<file path="src/rtl/reg_scoreboard.sv">
// reg_scoreboard
// Decode-stage register scoreboard. Each tracked register has a saturating-free
// outstanding-write counter: it increments when a writing instruction leaves
// decode and decrements when that write retires at writeback. Decode stalls on
// a source whose counter is nonzero unless forwarding can supply the value.
//
// Ports:
//   clk, reset       clock, asynchronous active-high reset
//   issue_valid      decode holds an instruction wanting to issue
//   issue_ready      instruction may issue this cycle (independent of issue_valid)
//   issue_we         instruction writes a GPR
//   issue_dest       destination register index
//   issue_src        packed source indices, src i at [i*AW +: AW]
//   issue_src_en     source i is actually read
//   src_fwd_ok       forwarding can supply source i this cycle
//   wb_valid         a GPR write retires this cycle
//   wb_dest          retiring register index
//   flush            discard all outstanding entries
//   stall            issue blocked by a data hazard
//   hazard_src       per-source hazard flag
//   busy_vec         bit r set when counter r is nonzero
//   pending_total    sum of all counters
//   err              sticky: writeback to a register with no outstanding write
module reg_scoreboard #(
    parameter int NREG  = 32,
    parameter int AW    = 5,
    parameter int CNT_W = 2,
    parameter int NSRC  = 2,
    parameter int TOT_W = 6
) (
    input  logic                 clk,
    input  logic                 reset,
    input  logic                 issue_valid,
    output logic                 issue_ready,
    input  logic                 issue_we,
    input  logic [AW-1:0]        issue_dest,
    input  logic [NSRC*AW-1:0]   issue_src,
    input  logic [NSRC-1:0]      issue_src_en,
    input  logic [NSRC-1:0]      src_fwd_ok,
    input  logic                 wb_valid,
    input  logic [AW-1:0]        wb_dest,
    input  logic                 flush,
    output logic                 stall,
    output logic [NSRC-1:0]      hazard_src,
    output logic [NREG-1:0]      busy_vec,
    output logic [TOT_W-1:0]     pending_total,
    output logic                 err
);

    localparam logic [CNT_W-1:0] CNT_MAX = {CNT_W{1'b1}};
    localparam logic [TOT_W-1:0] TOT_MAX = {TOT_W{1'b1}};

    logic [NREG-1:0][CNT_W-1:0] w_cnt;
    logic [NREG-1:0]            w_nz;
    logic [NSRC-1:0]            w_src_busy;
    logic                       w_dest_full;
    logic                       w_wb_nz;
    logic                       w_issue_fire;
    logic                       w_inc_any;
    logic                       w_dec_any;
    logic [TOT_W-1:0]           r_total;
    logic                       r_err;

    // Register 0 is hard-wired zero and never tracked.
    assign w_cnt[0] = '0;

    genvar gi;
    generate
        for (gi = 1; gi < NREG; gi++) begin : g_reg
            logic [CNT_W-1:0] r_cnt;
            logic             w_inc;
            logic             w_dec;

            assign w_inc = w_issue_fire & issue_we & (issue_dest == AW'(gi));
            // Decrement only a nonzero counter; a stray writeback is an error, not an underflow.
            assign w_dec = wb_valid & (wb_dest == AW'(gi)) & (r_cnt != '0);

            always_ff @(posedge clk or posedge reset) begin
                if (reset) begin
                    r_cnt <= '0;
                end else if (flush) begin
                    r_cnt <= '0;
                end else begin
                    r_cnt <= r_cnt + CNT_W'(w_inc) - CNT_W'(w_dec);
                end
            end

            assign w_cnt[gi] = r_cnt;
        end

        for (gi = 0; gi < NREG; gi++) begin : g_nz
            assign w_nz[gi] = (w_cnt[gi] != '0);
        end
    endgenerate

    // Index lookups: compare against every tracked register so that indices
    // beyond NREG (when 2^AW > NREG) simply read as not busy.
    always_comb begin
        w_src_busy  = '0;
        w_dest_full = 1'b0;
        w_wb_nz     = 1'b0;
        for (int r = 1; r < NREG; r++) begin
            for (int s = 0; s < NSRC; s++) begin
                if (issue_src[s*AW +: AW] == AW'(r)) begin
                    w_src_busy[s] = w_nz[r];
                end
            end
            if (issue_dest == AW'(r)) begin
                w_dest_full = (w_cnt[r] == CNT_MAX);
            end
            if (wb_dest == AW'(r)) begin
                w_wb_nz = w_nz[r];
            end
        end
    end

    assign hazard_src   = issue_src_en & w_src_busy & ~src_fwd_ok;
    assign stall        = issue_valid & (|hazard_src);
    assign issue_ready  = ~(|hazard_src) & ~(issue_we & w_dest_full) & ~flush
                          & (r_total != TOT_MAX);
    assign w_issue_fire = issue_valid & issue_ready;

    // Aggregate inc/dec mirror the per-register rules so the total always
    // equals the sum of the counters.
    assign w_inc_any = w_issue_fire & issue_we & (issue_dest != '0);
    assign w_dec_any = wb_valid & (wb_dest != '0) & w_wb_nz;

    always_ff @(posedge clk or posedge reset) begin
        if (reset) begin
            r_total <= '0;
            r_err   <= 1'b0;
        end else begin
            if (flush) begin
                r_total <= '0;
            end else begin
                r_total <= r_total + TOT_W'(w_inc_any) - TOT_W'(w_dec_any);
            end
            if (wb_valid && (wb_dest != '0) && !w_wb_nz && !flush) begin
                r_err <= 1'b1;
            end
        end
    end

    assign busy_vec      = w_nz;
    assign pending_total = r_total;
    assign err           = r_err;

endmodule

</file>
<file path="config.mk">
export PLATFORM = sky130hd
export DESIGN_NAME = reg_scoreboard
export DESIGN_NICKNAME = d
export VERILOG_FILES = /design/src/rtl/reg_scoreboard.sv
export SDC_FILE = /design/constraint.sdc
export NUM_CORES = 1
export LEC_CHECK = 0
export BUFFER_PORTS_ARGS = -buffer_cell sky130_fd_sc_hd__buf_2
export CORE_UTILIZATION = 55
export CTS_CLUSTER_SIZE = 16
export DETAILED_ROUTE_END_ITERATION = 10
export PLACE_DENSITY = 0.79
export SKIP_LAST_GASP = 1
export SYNTH_ARGS = -nofsm -noshare
export SYNTH_HDL_FRONTEND = slang
export SYNTH_SLANG_ARGS = --single-unit
</file>
<file path="constraint.sdc">
create_clock -name clk -period 7.3 [get_ports clk]
set_input_delay 0.365 -clock clk [delete_from_list [all_inputs] [get_ports clk]]
set_output_delay 0.365 -clock clk [all_outputs]
set_load 0.005 [all_outputs]
</file>
==> flow_summary.ini, run 1 <==
[run_status]
outcome = completed

[final_layout]
final_design_area_no_fill_sq_um = 7370
number_of_non_filler_instances_in_the_completed_layout = 1044
drive_gt1_frac = 0.131
multi_input_comb_area_sq_um = 4520
layout.filler_cells = 1098
diodes = 0
ff_latch_area_sq_um = 1730
syn2layout_area_growth_pct = 7.97
layout.nets = 973

[worst_setup_path]
r2r_setup_slack_ps = 3150
worst_path_most_repeated_cell = nor2_1
rr_startpoint = g_reg[31].r_cnt[1]
kind_of_capture_point_of_the_worst_setup_path = flop
cpPeakStageDelay_ps = 510
sort_of_element_at_the_start_of_the_critical_path = flop
worstPathCellList = nor2_1 -> o21bai_1 -> o221a_2 -> a31oi_1 -> and4_1 -> o21a_4 -> o211ai_2 -> ha_1 -> inv_1 -> ha_1 -> fa_1 -> a21oi_1 -> nor2_1 -> nor2_1 -> xor2_1 -> nor2_1
crit_path_max_fanout = 32
critPathRequiredTime_ps = 7500
slowest_cell_on_crit_path = nor2_1
worst-endpoint-arrival_ps = 4360
ff2ff_path_depth = 16
worstSetupPathType = reg2reg
worst_r2r_end = pending_total[4]

[placement]
place.gp.congestion = 1.00
dpl_cell_area_sq_um = 7110
dpl.cell_count = 1029
port-buffer-count = 71
post-dp-hpwl_microns = 16200
pre_cts_slack_ps = 3090

[sta]
worst_pin_slew_ps = 892
final.setup_skew_ps = 8.82
setup_repair_after_global_routing_missed_its_margin = no
min_period_over_period = 0.569
layout_min_cycle_time_ps = 4150
hold_viol = 0
timing.final.ws_setup_ps = 3150
max_clock_freq_mhz = 241
final.setup.tns_ps = 0
final-setup-viol-count = 0
timing.slew.headroom = 0.405
final-max-slew-violation-count = 0
finalHoldWorstSlack_ps = 271

[clocking]
post_cts_repair_setup_buffers = 0
clk_transition_reported_paths_ps = 60
clock_sink_count = 69
clock_insertion_delay_worst_skew_ps = 350
cts-root-buf = clkbuf_16
post_cts_hold_buffer_count = 0
htree_levels = 3
number_of_buffers_added_by_the_clock_tree_synthesis_step = 9
cts_resized = 0
clock_tree.buffer_depth = 2
cts_tree = done

[job]
maxCapViolations = 0

[floorplanning]
fp.dieW_microns = 113
dieHeight_microns = 113
design.core.area_sq_um = 12100
floorplan.io_pins = 73
initial_util = 0.566
floorplan.die_area_sq_um = 12900
core.rowCount = 40

[logic_synthesis]
count_of_warnings_emitted_by_yosys = 0
synth_seq_area_share = 0.253
synthesis.nets = 944
synth_top_area_share = 0.253
syn-cell-area_sq_um = 6830
post_synth.cell_area_avg_sq_um = 8.10
post_synth_most_frequent_cells = 95 x nor2_1, 74 x inv_1, 70 x ha_1
synthMostInstantiatedCell = nor2_1
synth-main-ff-cell = dfrtp_1
post_synth_cell_types = 93
post-synth-top-area-cell = dfrtp_1
netlist_top_cells_area = dfrtp_1 25%, ha_1 13%, nor2_1 5.2%
syn-instance-count = 843
synthArstFlopShare = 1.00
synth-edff-count = 0
synth.ff_latch_count = 69

[grt]
globalRouteOverflowTotal = 0
first_global_vias = 6100
gr-max-usage-layer = met2
grt_antenna_before_repair = 0
grt.met3_usage = 0.0627
grt_pass1_wl_microns = 33600
grt_max_degree = 72
groute.usage.overall = 0.346
globalRouteMet2Util = 0.524
grt_use_met1 = 0.481

[routing]
count_of_vias_placed_by_the_detailed_router = 6606
drc = 0
dr.first_iter.drc_count = 954
drt-vias-per-instance = 6.33
drtAntennaViolNets = 0
dr.pass1.iters = 6
route.final.wire_length_microns = 21300
route.detailed.wl_per_inst_microns = 20.4

[pwr]
vdd_drop_max_v = 0.000152
cellLeakagePower_uw = 0.00396
power_density_nw_per_um2 = 144

[min_path]
min_path_type = in2async
==> layout make-up <==
class,count,share of cell area
clock buffer,13,0.0339
multi-input combinational,643,0.613
inverter,75,0.0382
clock inverter,2,0.00136
tap,168,0.0285
timing repair buffer,74,0.0513
sequential,69,0.234
==> per-layer routing <==
| metal | share of wire | vias up | wire, microns |
|---|---|---|---|
| met5 | 0 | - | 0 |
| met4 | 0.040 | 0 | 862 |
| met3 | 0.11 | 66 | 2260 |
| met2 | 0.43 | 377 | 9260 |
| met1 | 0.42 | 3147 | 8970 |
| li1 | - | 3016 | - |
==> through the flow <==
step / total power [uW] / util
3_3_place_gp: 657 / 0.590
6_report: 1060 / 0.611
3_5_place_dp: 660 / 0.590
4_1_cts: 1060 / 0.611
5_1_grt: 1110 / 0.611
2_1_floorplan: 603 / -
==> registers in the layout (all words and copies together) (netlist names) <==
signal	flops
err	1
g.r_cnt	62
pending_total	6
==> report_power, final <==
group	internal, uW	total, uW	switching [uW]
clock network	236	400	164
registers	395	407	11.6
logic	97.7	254	157
==> worst max path at each step <==
stage | to | slack (ps) | cells after the start | from
4_1_cts | pending_total[4] | 3270 | 16 | g_reg[31].r_cnt[1]
6_report | pending_total[4] | 3150 | 16 | g_reg[31].r_cnt[1]
3_3_place_gp | pending_total[4] | 3160 | 17 | issue_dest[1]
3_5_place_dp | pending_total[4] | 3090 | 17 | issue_dest[1]
2_1_floorplan | pending_total[4] | 3840 | 19 | issue_dest[2]
5_1_grt | pending_total[4] | 2950 | 16 | g_reg[31].r_cnt[1]
==> cells in the final DEF, fill, tap and decap left out, drive strengths merged, types with 3 or more instances in the layout <==
master / Yosys / routed
o22ai: 5 / 5
xor2: 32 / 32
o311a: 3 / 3
o21ai: 20 / 20
o211ai: 7 / 7
inv: 75 / 75
xnor2: 34 / 34
or2: 13 / 13
a21oi: 26 / 26
o31ai: 3 / 3
nand3b: 3 / 3
nand2b: 13 / 13
o32ai: 3 / 3
a31oi: 6 / 6
a21boi: 4 / 4
a31o: 3 / 3
o2bb2ai: 3 / 3
o221ai: 5 / 5
nand2: 50 / 50
o311ai: 3 / 3
nor3b: 9 / 9
nor4: 6 / 6
nor2: 95 / 95
clkbuf: 23 / 13
a211oi: 7 / 7
and3: 3 / 3
or3b: 4 / 4
nand3: 19 / 19
nor2b: 41 / 41
nor3: 44 / 44
o21bai: 7 / 7
ha: 70 / 70
nand4: 30 / 30
dfrtp: 69 / 69
o21a: 4 / 4
and3b: 4 / 4
a22oi: 9 / 9
buf: 33 / 74
o221a: 5 / 5
a2bb2oi: 4 / 4
==> critical path: cells and delay by family, from the launching register on <==
kind	cells	cell delay [ps]
buffers and inverters	1	40
flip-flops	1	400
AO/OA/AOI/OAI	6	1480
XOR/XNOR	1	180
AND/OR/NAND/NOR	5	1000
adder cells (fa/ha/maj)	3	880
==> cells by family after synthesis <==
kind of cell / count (synthesis) / synth area share
compound gates: 155 / 0.177
xor+xnor: 66 / 0.0847
fa+ha+maj: 71 / 0.131
buf+inv: 131 / 0.0858
flops: 69 / 0.253
other cells: 1 / 0.000549
simple gates: 350 / 0.268
Note: power is estimated with default switching activity, not from simulation.
==> run 2: changes to the inputs <==
Clock period 7.3 ns to 4.1 ns, I/O delays scaled along.
==> flow_summary.ini, run 2 (synthesis gave the netlist of run 1 again) <==
[run_status]
outcome = completed

[floorplanning]
initial_util = 0.566
floorplan.die_area_sq_um = 12900
core.rowCount = 40
dieHeight_microns = 113
design.core.area_sq_um = 12100
floorplan.io_pins = 73
fp.dieW_microns = 113

[worst_setup_path]
cpPeakStageDelay_ps = 410
worst-endpoint-arrival_ps = 4060
crit_path_max_fanout = 3
worstPathCellList = nor2_1 -> inv_1 -> a22oi_1 -> o221ai_1 -> and3_1 -> o32a_1 -> o31ai_1 -> a221oi_1 -> ha_1 -> inv_1 -> ha_1 -> fa_1 -> a21oi_1 -> nor2_1 -> nor2_1 -> xor2_1 -> nor2_1
worst-path-buf-inv = 2
critPathRequiredTime_ps = 4310
sort_of_element_at_the_start_of_the_critical_path = flop
slowest_cell_on_crit_path = fa_1
worstSetupPathType = reg2reg
worst_path_most_repeated_cell = nor2_1
cpLargestDelayFamily = compound AO/OA/AOI/OAI gates
ff2ff_path_depth = 17
path_depth = 17
kind_of_capture_point_of_the_worst_setup_path = flop

[job]
maxCapViolations = 0

[routing]
drtAntennaViolNets = 0
drc = 0
count_of_vias_placed_by_the_detailed_router = 6738
route.final.wire_length_microns = 22200
dr.first_iter.drc_count = 913
drt-vias-per-instance = 6.27
route.detailed.wl_per_inst_microns = 20.6
dr.pass1.iters = 6

[grt]
grt_max_degree = 71
grt_antenna_before_repair = 2
first_global_vias = 6314
grt_pass1_wl_microns = 35100
groute.usage.overall = 0.362
globalRouteOverflowTotal = 0

[final_layout]
drive_gt1_frac = 0.162
top_register = g.r_cnt
largest_reg_flops = 62
ff_latch_area_sq_um = 1730
multi_input_comb_area_sq_um = 4520
final_core_util = 0.634
layout.nets = 1002
layout.filler_cells = 1086
final_design_area_no_fill_sq_um = 7650
layout_commonest_cell = nor2_1
syn2layout_area_growth_pct = 12.0
layout.cells.most_common_list = 95 x nor2_1, 73 x inv_1, 71 x buf_2

[sta]
final.setup_skew_ps = 3.46
finalHoldWorstSlack_ps = 477
min_period_over_period = 0.940
layout_min_cycle_time_ps = 3860
final.setup.tns_ps = 0
setup_repair_after_global_routing_missed_its_margin = no
hold_viol = 0
final-setup-viol-count = 0
max_clock_freq_mhz = 259
final-max-slew-violation-count = 0
worst_pin_slew_ps = 758
timing.slew.headroom = 0.494

[clocking]
clock_insertion_delay_worst_skew_ps = 350
clock_tree.buffer_depth = 2
clock_sink_count = 69
post_cts_repair_setup_buffers = 0
clk_transition_reported_paths_ps = 60
post_cts_hold_buffer_count = 1
cts_resized = 0
number_of_buffers_added_by_the_clock_tree_synthesis_step = 9
cts_tree = done
cts-root-buf = clkbuf_16
htree_levels = 3

[min_path]
min_path_type = reg2reg
min_path_cells = 1

[pwr]
cellLeakagePower_uw = 0.00411
power_density_nw_per_um2 = 266
vdd_drop_max_v = 0.000258

[placement]
post-dp-hpwl_microns = 16900
place.gp.congestion = 1.07
dpl_cell_area_sq_um = 7320
port-buffer-count = 71
## run 2: where the power goes
| group | total, uW | internal [uW] | leakage (uW) | switching [uW] |
|---|---|---|---|---|
| registers | 723 | 703 | 0.000954 | 20.0 |
| clock network | 825 | 504 | 0.000148 | 321 |
| logic | 489 | 186 | 0.00301 | 303 |
## run 2: layer usage
layer,share of wire,GRT usage,vias up,wire [microns]
met5,0.00059,0,-,13
li1,-,-,3081,-
met3,0.10,0.0866,100,2260
met1,0.42,0.475,3134,9210
met2,0.43,0.553,421,9550
met4,0.051,0.196,2,1140
## run 2: worst paths after layout
check                             startpoint            endpoint  slack [ps]
max                        g_reg[1].r_cnt[1]    pending_total[4]         240
min                                      err                 err         480
max reg2reg                g_reg[1].r_cnt[1]    pending_total[4]         240
min reg2reg                              err                 err         480
max in group asynchronous              reset  g_reg[18].r_cnt[0]        2640
min in group asynchronous              reset    pending_total[4]         500
## run 2: per-stage QoR
step / power (uW) / setup WS [ps] / cells
6_report: 2040 / 245 / 1075
5_1_grt: 2120 / 2.86 / 1074
3_5_place_dp: 1210 / 264 / 1057
4_1_cts: 2030 / 243 / 1074
2_1_floorplan: 1070 / 716 / 843
3_3_place_gp: 1200 / 424 / 1057
## run 2: layout make-up
type                    instances  share of cell area
diodes                          1            0.000327
clock inverters                 5             0.00769
multi-input cells             643               0.591
well taps                     168              0.0275
flip-flops and latches         69               0.226
clock buffers                  11              0.0331
inverters                      75              0.0368
repair buffers                103              0.0782
## run 2: worst register-to-register path, delay by kind of cell, from the launching register on
kind	cells	cell delay (ps)
AO/OA/AOI/OAI	6	1310
AND/OR/NAND/NOR	5	710
buffers and inverters	2	190
flip-flops	1	400
XOR/XNOR	1	200
adder cells (fa/ha/maj)	3	910
